`src/rtl/rb_pkg.sv`:
```
// Shared definitions for the register-bank write-port arbiter.
package rb_pkg;

    localparam int unsigned RB_AW         = 4;
    localparam int unsigned RB_DW         = 32;
    localparam int unsigned RB_DEPTH      = 4;
    localparam int unsigned RB_STARVE_MAX = 4;

    // Arbiter FSM: NORMAL arbitrates with WB priority, FORCE drains one late result.
    typedef enum logic [0:0] {
        NORMAL = 1'b0,
        FORCE  = 1'b1
    } rb_state_e;

endpackage

```
`src/rtl/rb_lr_fifo.sv`:
```
// Late-result FIFO: synchronous, no bypass, with per-entry visibility for hazard masking.
module rb_lr_fifo #(
    parameter int unsigned DEPTH = 4,
    parameter int unsigned AW    = 4,
    parameter int unsigned DW    = 32
) (
    input  logic                     clk,
    input  logic                     rst_n,
    input  logic                     push,
    input  logic                     pop,
    input  logic [AW-1:0]            push_wc,
    input  logic [DW-1:0]            push_data,
    output logic                     full,
    output logic                     empty,
    output logic [AW-1:0]            head_wc,
    output logic [DW-1:0]            head_data,
    output logic [DEPTH-1:0]         entry_valid,
    output logic [DEPTH-1:0][AW-1:0] entry_wc
);

    localparam int unsigned PW   = $clog2(DEPTH);
    localparam int unsigned CNTW = PW + 1;

    logic [PW-1:0]            wr_ptr;
    logic [PW-1:0]            rd_ptr;
    logic [CNTW-1:0]          count;
    logic [DEPTH-1:0]         valid_q;
    logic [DEPTH-1:0][AW-1:0] wc_q;
    logic [DEPTH-1:0][DW-1:0] data_q;
    logic                     push_ok;
    logic                     pop_ok;

    assign full        = (count == CNTW'(DEPTH));
    assign empty       = (count == '0);
    assign push_ok     = push & ~full;
    assign pop_ok      = pop & ~empty;
    assign head_wc     = wc_q[rd_ptr];
    assign head_data   = data_q[rd_ptr];
    assign entry_valid = valid_q;
    assign entry_wc    = wc_q;

    // Pointers, occupancy and entry-valid flags; cleared on reset so queued results are dropped.
    always_ff @(posedge clk or negedge rst_n) begin
        if (!rst_n) begin
            wr_ptr  <= '0;
            rd_ptr  <= '0;
            count   <= '0;
            valid_q <= '0;
        end else begin
            if (push_ok) begin
                wr_ptr          <= wr_ptr + PW'(1);
                valid_q[wr_ptr] <= 1'b1;
            end
            if (pop_ok) begin
                rd_ptr          <= rd_ptr + PW'(1);
                valid_q[rd_ptr] <= 1'b0;
            end
            case ({push_ok, pop_ok})
                2'b10:   count <= count + CNTW'(1);
                2'b01:   count <= count - CNTW'(1);
                default: count <= count;
            endcase
        end
    end

    // Payload storage; contents are only meaningful where valid_q is set.
    always_ff @(posedge clk) begin
        if (push_ok) begin
            wc_q[wr_ptr]   <= push_wc;
            data_q[wr_ptr] <= push_data;
        end
    end

endmodule

```
`src/rtl/rb_wport_arbiter.sv`:
```
// Register-bank write-port arbiter: WB has priority, late results are buffered and
// drained when WB is idle or when WB has won too many cycles in a row.
module rb_wport_arbiter
    import rb_pkg::*;
#(
    parameter int unsigned DEPTH      = RB_DEPTH,
    parameter int unsigned STARVE_MAX = RB_STARVE_MAX,
    parameter int unsigned AW         = RB_AW,
    parameter int unsigned DW         = RB_DW
) (
    input  logic                  clk,
    input  logic                  rst_n,
    input  logic [AW-1:0]         in_wb_WC,
    input  logic [DW-1:0]         in_wb_data,
    input  logic                  in_wb_W_RB,
    input  logic                  in_lr_valid,
    input  logic [AW-1:0]         in_lr_WC,
    input  logic [DW-1:0]         in_lr_data,
    output logic                  out_lr_ready,
    output logic                  out_stall,
    output logic [(1<<AW)-1:0]    out_pend_mask,
    output logic [AW-1:0]         out_WC,
    output logic [DW-1:0]         out_WPC,
    output logic                  out_W_RB
);

    localparam int unsigned CW = $clog2(STARVE_MAX) + 1;

    rb_state_e                state_q;
    rb_state_e                state_d;
    logic [CW-1:0]            cnt_q;
    logic [CW-1:0]            cnt_d;
    logic                     grant_wb;
    logic                     grant_fifo;
    logic                     fifo_full;
    logic                     fifo_empty;
    logic [AW-1:0]            head_wc;
    logic [DW-1:0]            head_data;
    logic [DEPTH-1:0]         entry_valid;
    logic [DEPTH-1:0][AW-1:0] entry_wc;

    rb_lr_fifo #(
        .DEPTH (DEPTH),
        .AW    (AW),
        .DW    (DW)
    ) u_fifo (
        .clk         (clk),
        .rst_n       (rst_n),
        .push        (in_lr_valid),
        .pop         (grant_fifo),
        .push_wc     (in_lr_WC),
        .push_data   (in_lr_data),
        .full        (fifo_full),
        .empty       (fifo_empty),
        .head_wc     (head_wc),
        .head_data   (head_data),
        .entry_valid (entry_valid),
        .entry_wc    (entry_wc)
    );

    assign out_lr_ready = ~fifo_full;
    assign out_stall    = (state_q == FORCE);

    // State and starvation counter registers.
    always_ff @(posedge clk or negedge rst_n) begin
        if (!rst_n) begin
            state_q <= NORMAL;
            cnt_q   <= '0;
        end else begin
            state_q <= state_d;
            cnt_q   <= cnt_d;
        end
    end

    // Arbitration: WB wins in NORMAL; after STARVE_MAX consecutive wins over a waiting
    // late result, FORCE freezes the pipeline for one cycle and drains the FIFO head.
    always_comb begin
        state_d    = state_q;
        cnt_d      = cnt_q;
        grant_wb   = 1'b0;
        grant_fifo = 1'b0;
        case (state_q)
            NORMAL: begin
                if (in_wb_W_RB) begin
                    grant_wb = 1'b1;
                    if (fifo_empty) begin
                        cnt_d = '0;
                    end else if (cnt_q == CW'(STARVE_MAX - 1)) begin
                        cnt_d   = '0;
                        state_d = FORCE;
                    end else begin
                        cnt_d = cnt_q + CW'(1);
                    end
                end else if (!fifo_empty) begin
                    grant_fifo = 1'b1;
                    cnt_d      = '0;
                end
            end
            FORCE: begin
                grant_fifo = ~fifo_empty;
                cnt_d      = '0;
                state_d    = NORMAL;
            end
            default: begin
                state_d = NORMAL;
                cnt_d   = '0;
            end
        endcase
    end

    // Bank write port: the winner lands one cycle after the grant; address/data hold when idle.
    always_ff @(posedge clk or negedge rst_n) begin
        if (!rst_n) begin
            out_W_RB <= 1'b0;
            out_WC   <= '0;
            out_WPC  <= '0;
        end else begin
            out_W_RB <= grant_wb | grant_fifo;
            if (grant_wb) begin
                out_WC  <= in_wb_WC;
                out_WPC <= in_wb_data;
            end else if (grant_fifo) begin
                out_WC  <= head_wc;
                out_WPC <= head_data;
            end
        end
    end

    // Pending-write mask: one bit per register targeted by any buffered late result.
    always_comb begin
        out_pend_mask = '0;
        for (int i = 0; i < DEPTH; i++) begin
            if (entry_valid[i]) begin
                out_pend_mask[entry_wc[i]] = 1'b1;
            end
        end
    end

endmodule
```
`config.mk`:
```
export PLATFORM = sky130hd
export DESIGN_NAME = rb_wport_arbiter
export DESIGN_NICKNAME = d
export VERILOG_FILES = /design/src/rtl/rb_pkg.sv /design/src/rtl/rb_lr_fifo.sv /design/src/rtl/rb_wport_arbiter.sv
export SDC_FILE = /design/constraint.sdc
export NUM_CORES = 1
export LEC_CHECK = 0
export CAP_MARGIN = 0
export CELL_PAD_IN_SITES_DETAIL_PLACEMENT = 1
export CELL_PAD_IN_SITES_GLOBAL_PLACEMENT = 1
export CORE_ASPECT_RATIO = 2
export CORE_MARGIN = 5
export CORE_UTILIZATION = 45
export CTS_BUF_LIST = sky130_fd_sc_hd__clkbuf_4
export DETAILED_ROUTE_END_ITERATION = 16
export HOLD_SLACK_MARGIN = 0.15
export PLACE_DENSITY = 0.78
export SYNTH_ARGS = -nofsm -noshare
export SYNTH_HDL_FRONTEND = slang
export SYNTH_SLANG_ARGS = --single-unit
```
`constraint.sdc`:
```
create_clock -name clk -period 2.35 [get_ports clk]
set_input_delay 0.5875 -clock clk [delete_from_list [all_inputs] [get_ports clk]]
set_output_delay 0.5875 -clock clk [all_outputs]
set_load 0.05 [all_outputs]
```
Word-level counts from Yosys, hierarchy flattened --
Index checks and enable logic that the tools add are counted. Widths: inputs -> output; s select.
Operators by class: add/subtract/negate cells 5, multiplexer cells 47, magnitude comparators 12, equal/unequal tests 5, reductions and logical operators 9, bitwise operators 12
Operator list (number):
- $bwmux 128 | 1
- $mux 32 | 4
- $bmux 32 s2 | 1
- $demux 32 s2 | 1
- $mux 16 | 4
- $or 16x16->16 | 3
- $mux 4 | 6
- $lt 4x5->1 const B | 4
- $bwmux 16 | 1
- $demux 1 s4 | 4
- $ge 4x1->1 const B | 4
- $mux 1 | 13
- $mux 3 | 4
- $pmux 3 s2 | 2
- $bmux 4 s2 | 1
- $demux 4 s2 | 1
- $add 3x1->3 const B | 2
- $logic_and 1x1->1 | 6
- $lt 2x3->1 const B | 2
- $add 2x1->2 const B | 2
- $and 4x4->4 | 1
- $demux 1 s2 | 2
- $ge 2x1->1 const B | 2
- $not 4->4 | 1
- other kinds (13) | 18
Word-level totals: register bits 196, word-level logic and storage cells 107, input bits 76, output and inout bits 55

Logic depth before layout (Yosys ltp) --
depth in word-level cells 11, gate-level depth with buffers 9, gate-level depth less buffers 8

Hierarchy --
Synthesis repeated with hierarchy kept, for this count alone.
Second synthesis, totals: cell total of the unflattened synthesis 492, area, all modules 8290.5 sq um
Modules (own cells, without submodules):
- rb_lr_fifo | cells an instance 242, seq. area each 4599.4 sq um, times used 1, area each 5894.4 sq um
- rb_wport_arbiter | cells an instance 250, seq. area each 1026.0 sq um, times used 1, area each 2396.0 sq um

Worst setup path after synthesis --
OpenSTA, ideal clock, no wires.
kind flip-flop to output port, from reg u_fifo.wc_q (netlist bit u_fifo.entry_wc[13]), to out out_pend_mask[4], slack -0.019 ns, data arrival time 1.781 ns, cell stages (with the launch flop) 3, buffers on the path 0, cells stage by stage edfxtp_1 or3b_2 o221ai_1
On the way: word-level cells in the longest chain between the ends 6, elaborated cells between the ends (all ways) 7, classes of those cells order compare: 2; mux: 3; bitwise: 1; reduce/logical: 1
RTL lines:
- start: declaration | line rb_lr_fifo.sv:28 | logic [DEPTH-1:0][AW-1:0] wc_q;
- start signal: indexed assignment | line rb_lr_fifo.sv:69 | wc_q[wr_ptr] <= push_wc;
- $lt 4x5->1 (implied by the code) or $ge 4x1->1 (tied branches) | line rb_wport_arbiter.sv:134 | out_pend_mask[entry_wc[i]] = 1'b1;
- $logic_and 1x1->1 (implied by the code) | line rb_wport_arbiter.sv:134
- $mux 1 (implied by the code) | line rb_wport_arbiter.sv:134
- $demux 1 s4 * | line rb_wport_arbiter.sv:134
- $or 16x16->16 (no line) *
- $mux 16 * | line rb_wport_arbiter.sv:133 | if (entry_valid[i]) begin
- end: declaration | line rb_wport_arbiter.sv:21 | output logic [(1<<AW)-1:0] out_pend_mask,
Mark *: on every way between the ends. The rest lies on a longest branch, timed or not.

Worst setup path after layout --
from reg u_fifo.wc_q (netlist bit u_fifo.entry_wc[9]), to out out_pend_mask[0]
On the way: word-level cells in the longest chain between the ends 8, elaborated cells between the ends (all ways) 9, classes of those cells order compare: 2; mux: 4; bitwise: 2; reduce/logical: 1
RTL lines (line):
- $lt 4x5->1 (implied by the code) or $ge 4x1->1 (tied branches) | rb_wport_arbiter.sv:134
- $logic_and 1x1->1 (implied by the code) | rb_wport_arbiter.sv:134
- $mux 1 (implied by the code) | rb_wport_arbiter.sv:134
- $demux 1 s4 * | rb_wport_arbiter.sv:134
- $or 16x16->16 (no line) *
- $mux 16 * | rb_wport_arbiter.sv:133
- $or 16x16->16 (no line)
- $mux 16 * | rb_wport_arbiter.sv:133
Marked as above.

==> report_table.html <==
<table>
<tr><th>Metric</th><th>Value</th></tr>
<tr><th colspan="2">Timing</th></tr>
<tr><td>Worst rel slew slack</td><td>between 40% and 50%</td></tr>
<tr><td>Slew @ Worst Pin</td><td>a little under 900 ps</td></tr>
<tr><td>Final Cycle Share</td><td>113%</td></tr>
<tr><td>Upper clock frequency limit</td><td>approximately 380 MHz</td></tr>
<tr><td>Final worst path period need</td><td>2660 ps</td></tr>
<tr><td>Number of hold violations in the final report</td><td>0</td></tr>
<tr><td>Worst-case clock skew</td><td>around 26 ps</td></tr>
<tr><td>Hold WS</td><td>roughly 510 ps</td></tr>
<tr><td>Setup WS post-layout</td><td>-306 ps</td></tr>
<tr><td>Final setup violating endpoints</td><td>16</td></tr>
<tr><td>Unrepaired setup endpoints after global routing</td><td>yes</td></tr>
<tr><td>Max Slew Vio Count</td><td>0</td></tr>
<tr><th colspan="2">Power and ir drop</th></tr>
<tr><td>Static leakage</td><td>3.96 nW</td></tr>
<tr><td>Proportion of power drawn by flip-flops and latches</td><td>between 40% and 50%</td></tr>
<tr><td>Pwr/cell area</td><td>1160 nW/µm²</td></tr>
<tr><td>Relative contribution of combinational cells to total power</td><td>between 40% and 50%</td></tr>
<tr><td>Overall power of the completed layout</td><td>roughly 0.013 W</td></tr>
<tr><td>Sw Ratio</td><td>41.2%</td></tr>
<tr><td>IR Drop Worst-Case VDD</td><td>0.653 mV</td></tr>
<tr><td>Clock share of power</td><td>13.2%</td></tr>
<tr><td>Internal power consumption</td><td>between 0.007 and 0.008 W</td></tr>
<tr><td>Switching Power</td><td>roughly 0.0052 W</td></tr>
<tr><th colspan="2">Synth</th></tr>
<tr><td>Average cell area after synthesis</td><td>around 15 µm²</td></tr>
<tr><td>Post-Synth Simple-Gate Area</td><td>approximately 10%</td></tr>
<tr><td>Xor-xnor portion of the synthesized cell area</td><td>less than 1%</td></tr>
<tr><td>Area fraction in compound gates after synthesis</td><td>between 6 and 7%</td></tr>
<tr><td>Number of cells produced by synthesis</td><td>between 500 and 600</td></tr>
<tr><td>Ys Warns</td><td>0</td></tr>
<tr><td>Netlist area before placement</td><td>a little over 8000 µm²</td></tr>
<tr><td>Post-Synth Adder-Cell Area</td><td>under 10%</td></tr>
<tr><td>Sequential share of the synthesized area</td><td>67.8%</td></tr>
<tr><td>Largest family of logic cells by synthesized area</td><td>multiplexers</td></tr>
<tr><td>Mapped Nets</td><td>about 630</td></tr>
<tr><td>Mux cell area share after synthesis</td><td>10.3%</td></tr>
<tr><td>Post-synthesis register bit count</td><td>around 200</td></tr>
<tr><td>Distinct cell type count of the synthesized netlist</td><td>49</td></tr>
<tr><th colspan="2">Critical path</th></tr>
<tr><td>Cell-by-cell listing of the critical path</td><td>or3b_4, o32ai_2, a221o_1, buf_12</td></tr>
<tr><td>Worst EP required</td><td>~1800 ps</td></tr>
<tr><td>Kind of cell adding the most delay to the critical path</td><td>flip-flops</td></tr>
<tr><td>Buffer and inverter count on the worst path</td><td>1</td></tr>
<tr><td>Flop2flop setup slack</td><td>250 ps</td></tr>
<tr><td>Worst path max stage delay</td><td>approximately 470 ps</td></tr>
<tr><td>Maximum fanout count along the critical path</td><td>4</td></tr>
<tr><td>Start-to-end type of the worst setup path</td><td>reg2out</td></tr>
<tr><td>Number of cells on the worst reg-to-reg path</td><td>8</td></tr>
<tr><td>Start of the worst register-to-register path</td><td>u_fifo.count[0]</td></tr>
<tr><td>Critical Path Start Type</td><td>flop</td></tr>
<tr><td>Reg-to-reg endpoint</td><td>u_fifo.count[2]</td></tr>
<tr><td>Data arrival time at the worst-slack endpoint</td><td>just over 2000 ps</td></tr>
<tr><td>Endpoint kind of the worst setup timing path</td><td>output port</td></tr>
<tr><td>Library cell contributing the largest single delay on the critical path</td><td>edfxtp_1</td></tr>
<tr><th colspan="2">Clock network</th></tr>
<tr><td>Worst skew pair latency</td><td>580 ps</td></tr>
<tr><td>Clock-pin transition on the worst setup and hold timing paths</td><td>roughly 170 ps</td></tr>
<tr><td>CTS root buffer</td><td>clkbuf_4</td></tr>
<tr><td>H-Tree Level Count</td><td>4</td></tr>
<tr><td>Sink count of the clock tree</td><td>about 200</td></tr>
<tr><td>CTS tree</td><td>built</td></tr>
<tr><td>CTS buffer count</td><td>17</td></tr>
<tr><td>Maximum buffer depth of the clock tree</td><td>2</td></tr>
<tr><th colspan="2">Route</th></tr>
<tr><td>DR WL/cell</td><td>24.6 µm</td></tr>
<tr><td>Antenna-violating nets left</td><td>0</td></tr>
<tr><td>Initial detailed-routing violation count</td><td>about 280</td></tr>
<tr><td>Vias per cell</td><td>about 5.9</td></tr>
<tr><td>DRC violation count after routing</td><td>0</td></tr>
<tr><td>Via total after detailed routing</td><td>roughly 5.6k</td></tr>
<tr><td>Detailed-router iteration count before antenna repair</td><td>4</td></tr>
<tr><td>Routed wire length</td><td>about 23000 µm</td></tr>
<tr><th colspan="2">Floorplanning</th></tr>
<tr><td>Row count</td><td>70</td></tr>
<tr><td>Initial standard-cell utilization of the core</td><td>45.5%</td></tr>
<tr><td>Die extent in x</td><td>106 µm</td></tr>
<tr><td>Placeable core region</td><td>18200 µm²</td></tr>
<tr><td>I/O pin total</td><td>~130</td></tr>
<tr><td>Die ar.</td><td>about 21000 µm²</td></tr>
<tr><td>Vert. Die Dim</td><td>approximately 200 µm</td></tr>
<tr><th colspan="2">Global route</th></tr>
<tr><td>GR Overflow Total</td><td>0</td></tr>
<tr><td>Pin count of the biggest net entering global routing</td><td>40</td></tr>
<tr><td>Antenna violations before repair</td><td>3</td></tr>
<tr><td>Via count of the first global-routing pass</td><td>between 6k and 7k</td></tr>
<tr><td>Global-route usage over all layers</td><td>about 22%</td></tr>
<tr><td>Wire length of the first global-routing pass</td><td>between 30000 and 40000 µm</td></tr>
<tr><th colspan="2">Finish</th></tr>
<tr><td>Post-route core utilization</td><td>59.3%</td></tr>
<tr><td>Total Nets Final</td><td>approximately 800</td></tr>
<tr><td>Most common library cell in the layout ignoring fill and taps</td><td>edfxtp_1</td></tr>
<tr><td>Area growth syn-to-layout</td><td>30.2%</td></tr>
<tr><td>Share of cells above drive strength 1</td><td>between 20% and 30%</td></tr>
<tr><td>Highest-count cells in the layout ignoring fill and taps</td><td>144 x edfxtp_1, 80 x nand2_1, 74 x clkdlybuf4s50_1</td></tr>
<tr><td>Final instance count without filler cells</td><td>between 900 and 1k</td></tr>
<tr><th colspan="2">Min path</th></tr>
<tr><td>Class of the most critical hold timing path</td><td>reg2reg</td></tr>
<tr><td>Endpoint of the worst hold-timing path</td><td>cnt_q[1]</td></tr>
<tr><td>Cell count of the worst hold path</td><td>1</td></tr>
<tr><td>Worst Hold Launch</td><td>out_stall</td></tr>
<tr><th colspan="2">Run status</th></tr>
<tr><td>Violated checks</td><td>negative setup slack</td></tr>
<tr><td>Outcome</td><td>complete, but fails checks</td></tr>
<tr><th colspan="2">Place</th></tr>
<tr><td>Port Buffers</td><td>between 100 and 150</td></tr>
<tr><td>Detailed placement HPWL</td><td>15300 µm</td></tr>
<tr><td>Weighted congestion reported at the end of routability-driven placement</td><td>0.919</td></tr>
<tr><td>Pre-CTS setup slack</td><td>-45.7 ps</td></tr>
<tr><td># placed instances</td><td>~880</td></tr>
<tr><th colspan="2">Flow run</th></tr>
<tr><td>Number of maximum-capacitance violations</td><td>0</td></tr>
</table>
metrics by stage:
step / setup TNS, ps / area (µm²)
6_report: -3900 / 10800
5_1_grt: -5450 / 10800
4_1_cts: -3890 / 10600
3_5_place_dp: -45.7 / 10100
3_3_place_gp: 0 / 10100
2_1_floorplan: 0 / 8300
what timing repair did:
item / in CTS / in global routing
hold buffers: 1 / 0
resized for setup: 78 / 16
pin swaps: 17 / 9
endpoints found under the setup margin: 55 / 17
buffers inserted: 23 / 11
gates cloned: 0 / 0
hold endpoints to repair: 22 / 0
state kept, by name (all words and copies together) (netlist names), 2 cells and up:
| signal | cells |
|---|---|
| out_WPC | 32 |
| u_fifo.entry_valid | 4 |
| u_fifo.entry_wc | 16 |
| u_fifo.count | 3 |
| u_fifo.rd_ptr | 2 |
| cnt_q | 3 |
| out_WC | 4 |
| u_fifo.data_q | 128 |
| u_fifo.wr_ptr | 2 |
per-layer routing:
layer | wire length, µm | part of all wire [%] | global-route usage (%) | vias up
li1 | - | - | - | 2442
met1 | 7870 | 34 | 22.6 | 2915
met2 | 13700 | 59 | 42.8 | 164
met3 | 585 | 2.5 | 3.20 | 64
met4 | 1140 | 4.9 | 10.1 | 0
met5 | 0 | 0 | 0 | -
power by group through the flow:
stage | Clock (W) | Combinational (W) | Sequential (W)
2_1_floorplan | 0 | 0.00273 | 0.00599
3_3_place_gp | 0 | 0.00541 | 0.00514
3_5_place_dp | 0 | 0.00559 | 0.00523
4_1_cts | 0.00171 | 0.00567 | 0.00513
5_1_grt | 0.00184 | 0.00614 | 0.00522
6_report | 0.00166 | 0.00580 | 0.00513
how the worst max path moves through the flow:
stage	startpoint	to	depth (start not counted)
after floorplan	u_fifo.entry_wc[9]	out_pend_mask[0]	3
after global placement	in_wb_W_RB	u_fifo.count[2]	8
after detailed placement	in_wb_W_RB	u_fifo.count[2]	8
after CTS	u_fifo.entry_wc[9]	out_pend_mask[0]	4
after global routing	u_fifo.entry_wc[4]	out_pend_mask[2]	5
final	u_fifo.entry_wc[9]	out_pend_mask[0]	4
logic make-up after synthesis:
| family | count (synthesis) |
|---|---|
| buffers and inverters | 33 |
| xor gates and xnor gates | 5 |
| and+or+nand+nor | 178 |
| muxes | 38 |
| AOI/OAI and AO/OA | 77 |
| adders and majority gates | 11 |
| DFF | 196 |
synthesized netlist by cell type, drive strengths merged:
| cell type | number | share of area, % |
|---|---|---|
| o32ai | 2 | 0.21 |
| a31oi | 36 | 2.7 |
| nand4b | 1 | 0.11 |
| nand2 | 83 | 3.8 |
| a2bb2oi | 4 | 0.42 |
| nand2b | 8 | 0.60 |
| and3 | 8 | 0.84 |
| edfxtp | 144 | 52 |
| xor2 | 2 | 0.21 |
| o22ai | 9 | 0.68 |
| nor2b | 8 | 0.60 |
| fa | 1 | 0.24 |
| nor3 | 2 | 0.18 |
| or3 | 1 | 0.075 |
| mux4 | 36 | 10 |
| or3b | 5 | 0.53 |
| mux2i | 1 | 0.12 |
| dfrtp | 52 | 16 |
| nand4 | 1 | 0.075 |
| nor3b | 3 | 0.27 |
| clkbuf | 8 | 0.36 |
| ha | 10 | 1.5 |
| or2 | 1 | 0.075 |
| buf | 17 | 1.7 |
| o21ai | 1 | 0.060 |
| inv | 8 | 0.36 |
| a22oi | 5 | 0.45 |
| nor2 | 44 | 2.0 |
| nand3b | 6 | 0.54 |
| xnor2 | 3 | 0.32 |
| a21oi | 3 | 0.32 |
| a221o | 9 | 1.1 |
| o221ai | 5 | 0.53 |
| o211a | 1 | 0.12 |
| nand3 | 3 | 0.18 |
| and3b | 3 | 0.32 |
| nor4 | 1 | 0.075 |
| mux2 | 1 | 0.14 |
| a311o | 2 | 0.24 |
cell type report:
cell class | instances | area, µm²
Antenna cell | 3 | 7.51
Clock buffer | 18 | 135
Clock inverter | 14 | 119
Fill cell | 1741 | 7410
Inverter | 8 | 30.0
Multi-Input combinational cell | 309 | 2690
Sequential cell | 196 | 5630
Tap cell | 216 | 270
Timing Repair Buffer | 185 | 1930
Note: power is estimated with default switching activity, not from simulation.
